===== src/rtl/io_pinmux.sv =====
// ---------------------------------------------------------------------------
// io_pinmux
// Pad multiplexer and input conditioner for the Tiny Tapeout pads.
//
// Each pad has a run-time function select, a registered output/output-enable,
// a two-flop input synchroniser, an optional glitch filter, optional input
// inversion and registered rise/fall edge pulses.
//
// Ports
//   clk_i        system clock, rising edge
//   rst_ni       synchronous active-low reset
//   ena_i        tile enable; 0 parks every pad (out=0, oe=0)
//   cfg_we_i     config write strobe
//   cfg_addr_i   pin index for config write and read
//   cfg_wdata_i  {inv, filt_en, -, func_sel[FW-1:0]}
//   cfg_rdata_o  config of pin cfg_addr_i (combinational, 0 when out of range)
//   func_out_i   function output data, bit f*NUM_PINS+p
//   func_oe_i    function output enables, same packing
//   pad_in_i     raw asynchronous pad inputs
//   pad_out_o    registered pad output data
//   pad_oe_o     registered pad output enables (1 = drive)
//   pin_in_o     conditioned input seen by all functions
//   edge_rise_o  one-cycle pulse on 0->1 of pin_in_o
//   edge_fall_o  one-cycle pulse on 1->0 of pin_in_o
// ---------------------------------------------------------------------------
module io_pinmux #(
    parameter int NUM_PINS  = 8,
    parameter int NUM_FUNCS = 4,
    parameter int FILT_LEN  = 4,
    parameter int AW        = (NUM_PINS  > 1) ? $clog2(NUM_PINS)  : 1,
    parameter int FW        = (NUM_FUNCS > 1) ? $clog2(NUM_FUNCS) : 1
) (
    input  logic                          clk_i,
    input  logic                          rst_ni,
    input  logic                          ena_i,
    input  logic                          cfg_we_i,
    input  logic [AW-1:0]                 cfg_addr_i,
    input  logic [7:0]                    cfg_wdata_i,
    output logic [7:0]                    cfg_rdata_o,
    input  logic [NUM_FUNCS*NUM_PINS-1:0] func_out_i,
    input  logic [NUM_FUNCS*NUM_PINS-1:0] func_oe_i,
    input  logic [NUM_PINS-1:0]           pad_in_i,
    output logic [NUM_PINS-1:0]           pad_out_o,
    output logic [NUM_PINS-1:0]           pad_oe_o,
    output logic [NUM_PINS-1:0]           pin_in_o,
    output logic [NUM_PINS-1:0]           edge_rise_o,
    output logic [NUM_PINS-1:0]           edge_fall_o
);

    // Terminal count of the filter: a change is accepted on the FILT_LEN-th
    // consecutive mismatching cycle.
    localparam logic [7:0] CNT_LAST = 8'(FILT_LEN - 1);

    logic [FW-1:0]       func_sel_reg [NUM_PINS];
    logic [NUM_PINS-1:0] filt_en_reg;
    logic [NUM_PINS-1:0] inv_reg;

    // Read-back: address decode by comparison against each pin index, so
    // out-of-range addresses simply match nothing and read 0.
    always_comb begin
        cfg_rdata_o = '0;
        for (int p = 0; p < NUM_PINS; p++) begin
            if (cfg_addr_i == AW'(p)) begin
                cfg_rdata_o[FW-1:0] = func_sel_reg[p];
                cfg_rdata_o[6]      = filt_en_reg[p];
                cfg_rdata_o[7]      = inv_reg[p];
            end
        end
    end

    genvar gi;
    generate
        for (gi = 0; gi < NUM_PINS; gi++) begin : g_pin
            logic       out_reg, out_next;
            logic       oe_reg,  oe_next;
            logic       sync1_reg, sync2_reg;
            logic       st_reg,  st_next;
            logic [7:0] cnt_reg, cnt_next;
            logic       rise_reg, fall_reg;

            // Per-pin config register; writes to addresses >= NUM_PINS
            // never match any pin.
            always_ff @(posedge clk_i) begin
                if (!rst_ni) begin
                    func_sel_reg[gi] <= '0;
                    filt_en_reg[gi]  <= 1'b0;
                    inv_reg[gi]      <= 1'b0;
                end else if (cfg_we_i && (cfg_addr_i == AW'(gi))) begin
                    func_sel_reg[gi] <= cfg_wdata_i[FW-1:0];
                    filt_en_reg[gi]  <= cfg_wdata_i[6];
                    inv_reg[gi]      <= cfg_wdata_i[7];
                end
            end

            // Output mux. Function 0 and selects >= NUM_FUNCS never match,
            // leaving the pad parked. Data is gated by the enable so an
            // undriven pad always shows 0.
            always_comb begin
                out_next = 1'b0;
                oe_next  = 1'b0;
                if (ena_i) begin
                    for (int f = 1; f < NUM_FUNCS; f++) begin
                        if (func_sel_reg[gi] == FW'(f)) begin
                            oe_next  = func_oe_i[f*NUM_PINS+gi];
                            out_next = func_out_i[f*NUM_PINS+gi]
                                     & func_oe_i[f*NUM_PINS+gi];
                        end
                    end
                end
            end

            // Glitch filter / stable-value tracking.
            always_comb begin
                st_next  = st_reg;
                cnt_next = cnt_reg;
                if (!filt_en_reg[gi]) begin
                    st_next  = sync2_reg;
                    cnt_next = 8'd0;
                end else if (sync2_reg == st_reg) begin
                    cnt_next = 8'd0;
                end else if (cnt_reg == CNT_LAST) begin
                    st_next  = sync2_reg;
                    cnt_next = 8'd0;
                end else begin
                    cnt_next = cnt_reg + 8'd1;
                end
            end

            always_ff @(posedge clk_i) begin
                if (!rst_ni) begin
                    out_reg   <= 1'b0;
                    oe_reg    <= 1'b0;
                    sync1_reg <= 1'b0;
                    sync2_reg <= 1'b0;
                    st_reg    <= 1'b0;
                    cnt_reg   <= 8'd0;
                    rise_reg  <= 1'b0;
                    fall_reg  <= 1'b0;
                end else begin
                    out_reg   <= out_next;
                    oe_reg    <= oe_next;
                    // Inversion sits before the synchroniser so toggling inv
                    // looks exactly like a pad transition.
                    sync1_reg <= pad_in_i[gi] ^ inv_reg[gi];
                    sync2_reg <= sync1_reg;
                    st_reg    <= st_next;
                    cnt_reg   <= cnt_next;
                    rise_reg  <= st_next & ~st_reg;
                    fall_reg  <= ~st_next & st_reg;
                end
            end

            assign pad_out_o[gi]   = out_reg;
            assign pad_oe_o[gi]    = oe_reg;
            assign pin_in_o[gi]    = st_reg;
            assign edge_rise_o[gi] = rise_reg;
            assign edge_fall_o[gi] = fall_reg;
        end
    endgenerate

endmodule


===== config.mk =====
export PLATFORM = sky130hd
export DESIGN_NAME = io_pinmux
export DESIGN_NICKNAME = d
export VERILOG_FILES = /design/src/rtl/io_pinmux.sv
export SDC_FILE = /design/constraint.sdc
export NUM_CORES = 1
export LEC_CHECK = 0
export CORE_ASPECT_RATIO = 1.1
export CORE_UTILIZATION = 28
export CTS_CLUSTER_SIZE = 24
export DETAILED_ROUTE_END_ITERATION = 10
export PLACE_DENSITY = 0.51
export SYNTH_ARGS = -nofsm -noshare
export SYNTH_HDL_FRONTEND = slang
export SYNTH_SLANG_ARGS = --single-unit
export TNS_END_PERCENT = 10

===== constraint.sdc =====
create_clock -name clk_i -period 2.1 [get_ports clk_i]
set_input_delay 0.21 -clock clk_i [delete_from_list [all_inputs] [get_ports clk_i]]
set_output_delay 0.21 -clock clk_i [all_outputs]
set_load 0.05 [all_outputs]

# Word-level counts from Yosys, hierarchy flattened
# Memories as Yosys holds them, arrays and structs flattened.
# Cells that the tools add are included.
dict set report word_totals {
  output_inout_bits 48
  ram_bits 16
  reg_bits 136
  mem_count 1
}
# name depth word_bits read_ports rd_ports_with_merged_regs write_ports line
set mem_list {}
lappend mem_list {func_sel_reg 8 2 8 0 8 54} ;# logic [FW-1:0] func_sel_reg [NUM_PINS];
dict set report op_classes {
  muxes 121
  n_reduce_logical 18
  bitwise 81
  add_sub_neg 8
  n_eq_ne 47
}
# operator n
set op_table {}
lappend op_table {{1-bit 2-to-1 mux} 97}
lappend op_table {{8-bit by 1-bit adder with 8-bit output (second input constant)} 8}
lappend op_table {{8-bit by 2-bit equality test with 1-bit output (second input constant)} 8}
lappend op_table {{2-bit 2-to-1 mux} 24}
lappend op_table {{1-bit AND} 40}
lappend op_table {{2-bit equality test (second input constant)} 16}
lappend op_table {{4-bit OR reduction} 8}
lappend op_table {{1-bit NOT} 25}
lappend op_table {{2-bit by 1-bit equality test with 1-bit output (second input constant)} 8}
lappend op_table {{3-bit equality test (second input constant)} 4}
lappend op_table {{1-bit equality test} 8}
lappend op_table {{1-bit logical AND} 8}
lappend op_table {{1-bit bitwise OR} 8}
lappend op_table {{1-bit XOR} 8}
lappend op_table {{3-bit by 2-bit equality test with 1-bit output (second input constant)} 2}
lappend op_table {{3-bit by 1-bit equality test with 1-bit output (second input constant)} 1}
lappend op_table {{3-bit logical NOT} 1}
lappend op_table {{2-bit AND reduction} 1}

# Depth between registers and ports, before layout
dict set report logic_depth {
  ltp_word 9
  mapped_depth 6
  depth_no_buf 5
}

# Worst setup path after synthesis
# No wires, ideal clock.
dict set report synth_path {
  path_type {input to output}
  start {in cfg_addr_i[1]}
  end {out cfg_rdata_o[0]}
  stages 6
  t_arrival_ps 1915
  setup_slack_ps -25
  path_cell_list {clkbuf_1 -> clkbuf_1 -> nor2b_1 -> a21oi_1 -> o22a_1 -> a21oi_1}
}
dict set report synth_between {
  elab_chain_cells 9
}
# element line
set synth_lines {}
lappend synth_lines {{from (decl)} 37} ;# input logic [AW-1:0] cfg_addr_i,
lappend synth_lines {{3-bit logical NOT} 63} ;# if (cfg_addr_i == AW'(p)) begin
lappend synth_lines {{2-bit 2-to-1 mux (7 in a row)} 63}
lappend synth_lines {{2-bit 2-to-1 mux *} 63}
lappend synth_lines {{to (decl)} 39} ;# output logic [7:0] cfg_rdata_o,
# Mark *: on every way between the ends. The rest lies on a longest branch, timed or not.

# Final worst setup path
dict set report layout_path {
  start {in cfg_addr_i[0]}
  end {out cfg_rdata_o[6]}
}
# The elaborated chain is that of the path after synthesis.

==> flow_metrics.env <==
export IMPL_cap_violations=0
export IMPL_critical_path_max_fanout=8
export IMPL_ys_seq_area_share_pct=46.9
export IMPL_dr_total_vias=4846
export IMPL_hold_violations=0
export IMPL_setup_viol=0
export IMPL_place_area_sq_um=8080
export IMPL_drtPass1Iterations=4
export IMPL_cts_tree="built"
export IMPL_crit_start="cfg_addr_i[0]"
export IMPL_cp_num_cells=5
export IMPL_drv_slew=0
export IMPL_h_tree_depth=4
export IMPL_hpwlAfterDp_um=10300
export IMPL_final_util_pct=36.7
export IMPL_startpoint_type="primary input"
export IMPL_cts_clk_slew_worst_paths_ns=0.06
export IMPL_ir_drop_v=0.000408
export IMPL_grt_use_total_pct=11.7
export IMPL_grt_pass1_vias=4639
export IMPL_outcome="finished, final reports clean"
export IMPL_power_density_nw_per_um2=787
export IMPL_drc_errors=0
export IMPL_path_cells="clkdlybuf4s50_1 -> buf_12 -> mux4_2 -> mux2_4 -> buf_6"
export IMPL_routabilityCongestion=0.747
export IMPL_diodes=0
export IMPL_critPathTopFamily="buffers and inverters"
export IMPL_initial_core_util_pct=28.7
export IMPL_stdcell_area_sq_um=8720
export IMPL_crit_path_end="cfg_rdata_o[6]"
export IMPL_wl_per_cell_um=12.6
export IMPL_syn_inst=717
export IMPL_arrival_ns=1.84
export IMPL_coreArea_sq_um=23800
export IMPL_dp_cells=1089
export IMPL_routed_via_density=4.32
export IMPL_fin_worst_skew_ns=0.00675
export IMPL_synthDistinctLibCells=40
export IMPL_clkSinkCount=152
export IMPL_io_buffers=110
export IMPL_grt_max_degree=44
export IMPL_antenna_found_initial=0
export IMPL_dieArea_sq_um=25000
export IMPL_grt_pass1_wl_um=22900
export IMPL_drt_iter0_drc=174
export IMPL_nNetsFinal=898
export IMPL_ys_seq_elements=152
export IMPL_rows=59
export IMPL_postRouteAntennaNets=0
export IMPL_cts_root_buf="clkbuf_16"
export IMPL_required_ns=1.89
export IMPL_r2r_setup_slack_ns=0.22
export IMPL_slowest_delay_ns=0.50
export IMPL_path_buf_inv=3
export IMPL_numCtsBuffers=17
export IMPL_largest_reg_flops=64
export IMPL_fin_crit_sh_pct=97.4
export IMPL_fp_dieH_um=166
export IMPL_whs_ns=0.290
export IMPL_max_freq_ghz=0.489
export IMPL_period_needed_ns=2.05
export IMPL_hold_path_class="in2reg"
export IMPL_ctsHoldBuffers=0
export IMPL_rsz0062_at_grt="no"
export IMPL_r2r_end="g_pin[0].cnt_reg[7]$_SDFF_PP0_"
export IMPL_ios=135
export IMPL_p_total_w=0.00686
export IMPL_synth_area_sq_um=6830
export IMPL_syn_to_final_growth_pct=27.6
export IMPL_synth_warning_count=0
export IMPL_maxSlewHeadroom_pct=64.6
export IMPL_postSynthAreaPerCell_sq_um=9.53
export IMPL_wirelength_um=14100
export IMPL_worstSetupPathType="in2out"
export IMPL_r2r_start="g_pin[0].cnt_reg[1]$_SDFF_PP0_"
export IMPL_p_leak_nw=3.15
export IMPL_overflow=0
export IMPL_clkLatencyLatePin_ns=0.42
export IMPL_end_kind="output pin"
export IMPL_r2r_cells=5
export IMPL_critPathSlowestCell="clkdlybuf4s50_1"
export IMPL_tightestPinTransition_ns=0.530
export IMPL_clock_path_buffers=2
export IMPL_finalNonFillerCells=1121
export IMPL_fp_dieW_um=151
export IMPL_drive_gt1_share_pct=12.3
==> worst min-delay path, stage by stage <==
cell and delay [ns]:
buf_2 0.26, nand2_1 0.13, o21ai_0 0.06
==> kinds of logic after synthesis <==
group | count (synthesis) | synth area share, %
compound gates | 60 | 6.87
xor+xnor | 64 | 8.20
fa+ha+maj | 8 | 1.46
buf+inv | 83 | 7.51
flops | 152 | 46.9
mux | 28 | 5.38
other cells | 1 | 0.0549
simple gates | 321 | 23.6
==> stage by stage <==
step	setup TNS [ns]	setup WS (ns)
final	0	0.0538
after floorplan	-0.0242	-0.0242
after global placement	0	0.0177
after detailed placement	0	0.0112
after CTS	0	0.0182
after global routing	0	0.00695
==> power breakdown <==
group | leakage (nW) | switching [W] | total (W) | internal (W)
registers | 1.26 | 0.0000635 | 0.00306 | 0.00300
logic | 1.60 | 0.000299 | 0.000597 | 0.000298
clock network | 0.293 | 0.00126 | 0.00320 | 0.00194
==> layer usage <==
| metal | up-vias | share of wire (%) | wire [um] | global-route usage (%) |
|---|---|---|---|---|
| met4 | 0 | 1.8 | 248 | 4.96 |
| met3 | 17 | 4.1 | 584 | 3.21 |
| met2 | 75 | 47 | 6690 | 19.4 |
| li1 | 2539 | - | - | - |
| met1 | 2215 | 47 | 6580 | 14.2 |
| met5 | - | 0 | 0 | 0 |
==> layout by cell type (no fill, tap or decap), types with 5 or more instances in the layout <==
cell / count
nor2b_1: 18
clkdlybuf4s50_1: 105
ha_1: 8
mux2i_1: 12
and2_1: 16
edfxtp_1: 16
o21ai_0: 22
a21oi_1: 21
nor3_1: 5
nor3b_1: 12
xnor2_1: 28
nand2b_1: 6
nand2_1: 53
or3b_2: 6
o41ai_4: 5
mux4_2: 6
and3_1: 14
nand3_1: 57
dfxtp_1: 136
buf_4: 22
nor2_1: 115
mux2_2: 8
clkbuf_16: 17
xor2_1: 36
inv_1: 13
==> worst min-delay path by stage <==
stage,startpoint,endpoint,slack (ns),cells after the start
CTS,rst_ni,g_pin[1].st_reg$_SDFF_PN0_,0.28,3
global route,rst_ni,g_pin[2].st_reg$_SDFF_PN0_,0.31,3
finish,rst_ni,g_pin[2].st_reg$_SDFF_PN0_,0.29,3
global placement,g_pin[5].sync1_reg$_SDFF_PN0_,g_pin[5].sync2_reg$_SDFF_PN0_,0.42,1
floorplan,func_oe_i[17],g_pin[1].oe_reg$_SDFF_PN0_,0.38,2
detailed placement,g_pin[5].sync1_reg$_SDFF_PN0_,g_pin[5].sync2_reg$_SDFF_PN0_,0.42,1
==> repair_timing <==
| action | CTS | global route |
|---|---|---|
| gates cloned | 0 | 0 |
| buffers inserted | 0 | 0 |
| endpoints found under the setup margin | 1 | 2 |
| resized for setup | 1 | 3 |
==> synthesized netlist by cell type <==
cell type | count | share of area [%]
a211oi_1 | 2 | 0.22
a21boi_0 | 4 | 0.44
a21oi_1 | 22 | 1.6
and2_1 | 16 | 1.5
and3_1 | 14 | 1.3
buf_2 | 2 | 0.15
buf_4 | 51 | 5.6
buf_6 | 1 | 0.16
clkbuf_1 | 16 | 0.88
conb_1 | 1 | 0.055
dfxtp_1 | 136 | 40
edfxtp_1 | 16 | 7.0
ha_1 | 8 | 1.5
inv_1 | 13 | 0.71
mux2_2 | 10 | 1.6
mux2i_1 | 12 | 1.8
mux4_2 | 6 | 2.0
nand2_1 | 53 | 2.9
nand2b_1 | 6 | 0.55
nand3_1 | 57 | 4.2
nand3b_1 | 2 | 0.22
nand4_1 | 1 | 0.092
nand4b_1 | 2 | 0.26
nor2_1 | 115 | 6.3
nor2b_1 | 18 | 1.6
nor3_1 | 5 | 0.37
nor3b_1 | 12 | 1.3
nor3b_2 | 4 | 0.73
o21ai_0 | 22 | 1.6
o22a_1 | 2 | 0.26
o41ai_2 | 3 | 0.71
o41ai_4 | 5 | 2.0
or3b_1 | 2 | 0.26
or3b_2 | 6 | 0.77
or4_1 | 1 | 0.11
or4_4 | 2 | 0.33
or4b_1 | 3 | 0.44
or4b_4 | 2 | 0.40
xnor2_1 | 28 | 3.6
xor2_1 | 36 | 4.6
==> cell type report <==
class | count | area, sq um
Clock buffer | 19 | 453
Tap cell | 305 | 382
Timing Repair Buffer | 134 | 1320
Clock inverter | 13 | 166
Inverter | 13 | 48.8
Fill cell | 2395 | 15100
Sequential cell | 152 | 3200
Multi-Input combinational cell | 485 | 3140
Note: power is estimated with default switching activity, not from simulation.
==> patch: new RTL, config.mk and constraints unchanged <==
The parameter `NUM_FUNCS` goes from 4 to 8.
--- a/src/rtl/io_pinmux.sv
+++ b/src/rtl/io_pinmux.sv
@@ -25,7 +25,7 @@
 // ---------------------------------------------------------------------------
 module io_pinmux #(
     parameter int NUM_PINS  = 8,
-    parameter int NUM_FUNCS = 4,
+    parameter int NUM_FUNCS = 8,
     parameter int FILT_LEN  = 4,
     parameter int AW        = (NUM_PINS  > 1) ? $clog2(NUM_PINS)  : 1,
     parameter int FW        = (NUM_FUNCS > 1) ? $clog2(NUM_FUNCS) : 1
Ports: changed (resized func_oe_i and func_out_i); port bits go from 135 to 199. No check against the original RTL was run, so the function may have changed too.
==> patch against the unedited design <==
Total power is 5.6% higher; routed wire length up 34%; worst setup slack worse by 0.015 ns; largest power group is now sequential cells; non-clock buffer count up 76; final area is 20% higher; sequential cell count is 8 higher; fmax is 0.73% lower; area after synthesis is 15% higher; combinational power up 61%; register-to-register slack about the same; sequential power grew 7.2%.
==> patch: results (changes against the unedited design) <==
status=finished clean (unchanged); Synth top cells by count=136 x dfxtp_1, 89 x nor2_1, 67 x nand3_1, 52 x nand2_1, 48 x buf_4 (was 136 x dfxtp_1, 115 x nor2_1, 57 x nand3_1, 53 x nand2_1, 51 x buf_4); critical path fanouts, max=4 (was 8); largest net degree at the start of global routing=24 (was 44); gpl congestion=0.781 (was 0.747); P_leak=3.90 nW (was 3.15 nW); Seq/Total Area, Yosys=44.0% (was 46.9%); Nets=1,109 (was 898); synth unique cells=45 (was 40); highest-delay cell along the critical path=edfxtp_1 (was clkdlybuf4s50_1); # Post-CTS Setup Buffers=1 (was 0); routed vias=5,902 (was 4,846); top cells by area, synth=dfxtp_1 35%, edfxtp_1 9.2%, xor2_1 5.1% (was dfxtp_1 40%, edfxtp_1 7.0%, nor2_1 6.3%); post-cts sizing count=4 (was 1); DRT iter0 DRCs=386 (was 174); layout cells sized above 1=12.5% (was 12.3%); first-pass GRT wire length=29,700 µm (was 22,900 µm); Global Route Usage Sum=13.3% (was 11.7%); fillcell total=2,729 (was 2,395); placed insts=1,286 (was 1,089); synthesized-area fraction occupied by adder cells=1.28% (was 1.46%); DR vias/cell=4.47 (was 4.32); Synth Area in Compound Gates=9.62% (was 6.87%); Mapped Cells=800 (was 717); maximum VDD drop=0.448 mV (was 0.408 mV); multiplexer share of the synthesized area=8.94% (was 5.38%); vias in the first global route=5,684 (was 4,639); clock skew=0.0108 ns (was 0.00675 ns); HPWL after detailed placement=14,700 µm (was 10,300 µm); PortBufs=176 (was 110); worst-margin pin slew=0.549 ns (was 0.530 ns); number of synthesized flops with an enable pin=24 (was 16)
==> patch: layer usage <==
metal	GRT usage [%]	wire length, µm
met3	3.11	932
met2	21.6	8930
met4	4.40	148
met5	0	0
met1	17.4	8890
==> patch: worst paths after layout <==
check | to | startpoint
setup / recovery | cfg_rdata_o[2] | func_sel_reg[1][8]
hold / removal | g_pin[5].fall_reg | rst_ni
setup reg to reg | g_pin[7].cnt_reg[6] | g_pin[7].cnt_reg[0]
hold reg to reg | g_pin[1].sync2_reg | g_pin[1].sync1_reg
==> patch: cell type report <==
class / instances / area share (%)
clock buffer: 20 / 4.69
tap: 357 / 4.28
multi-input combinational: 542 / 36.6
inverter: 19 / 0.684
sequential: 160 / 33.0
timing repair buffer: 210 / 19.8
clock inverter: 12 / 0.900
==> patch: power by group through the flow <==
stage	combinational, mW	clock, mW	sequential [mW]
final	0.964	3.01	3.28
after global routing	1.04	3.25	3.29
after CTS	0.966	3.11	3.28
after detailed placement	0.951	0	3.35
after global placement	0.949	0	3.35
after floorplan	0.546	0	3.29
==> patch: worst reg2reg max path, cell delays in order, from the launching register on <==
cell,delay [ns]
dfxtp_1,0.39
ha_1,0.24
or4b_4,0.49
o41ai_4,0.29
or3b_2,0.28
nor2_1,0.07
==> patch: through the flow <==
stage                     hold WS [ns]  total power [mW]  area [µm²]  utilization [%]  setup slack, ns
after floorplan                  0.408              3.84        7830                -            0.166
after global placement           0.418              4.30        9800             36.0          -0.0525
after detailed placement         0.418              4.30        9800             36.0          -0.0509
after CTS                        0.216              7.36       10400             38.3         -0.00446
after global routing             0.245              7.58       10400             38.4          -0.0235
final                            0.235              7.25       10400             38.4           0.0386
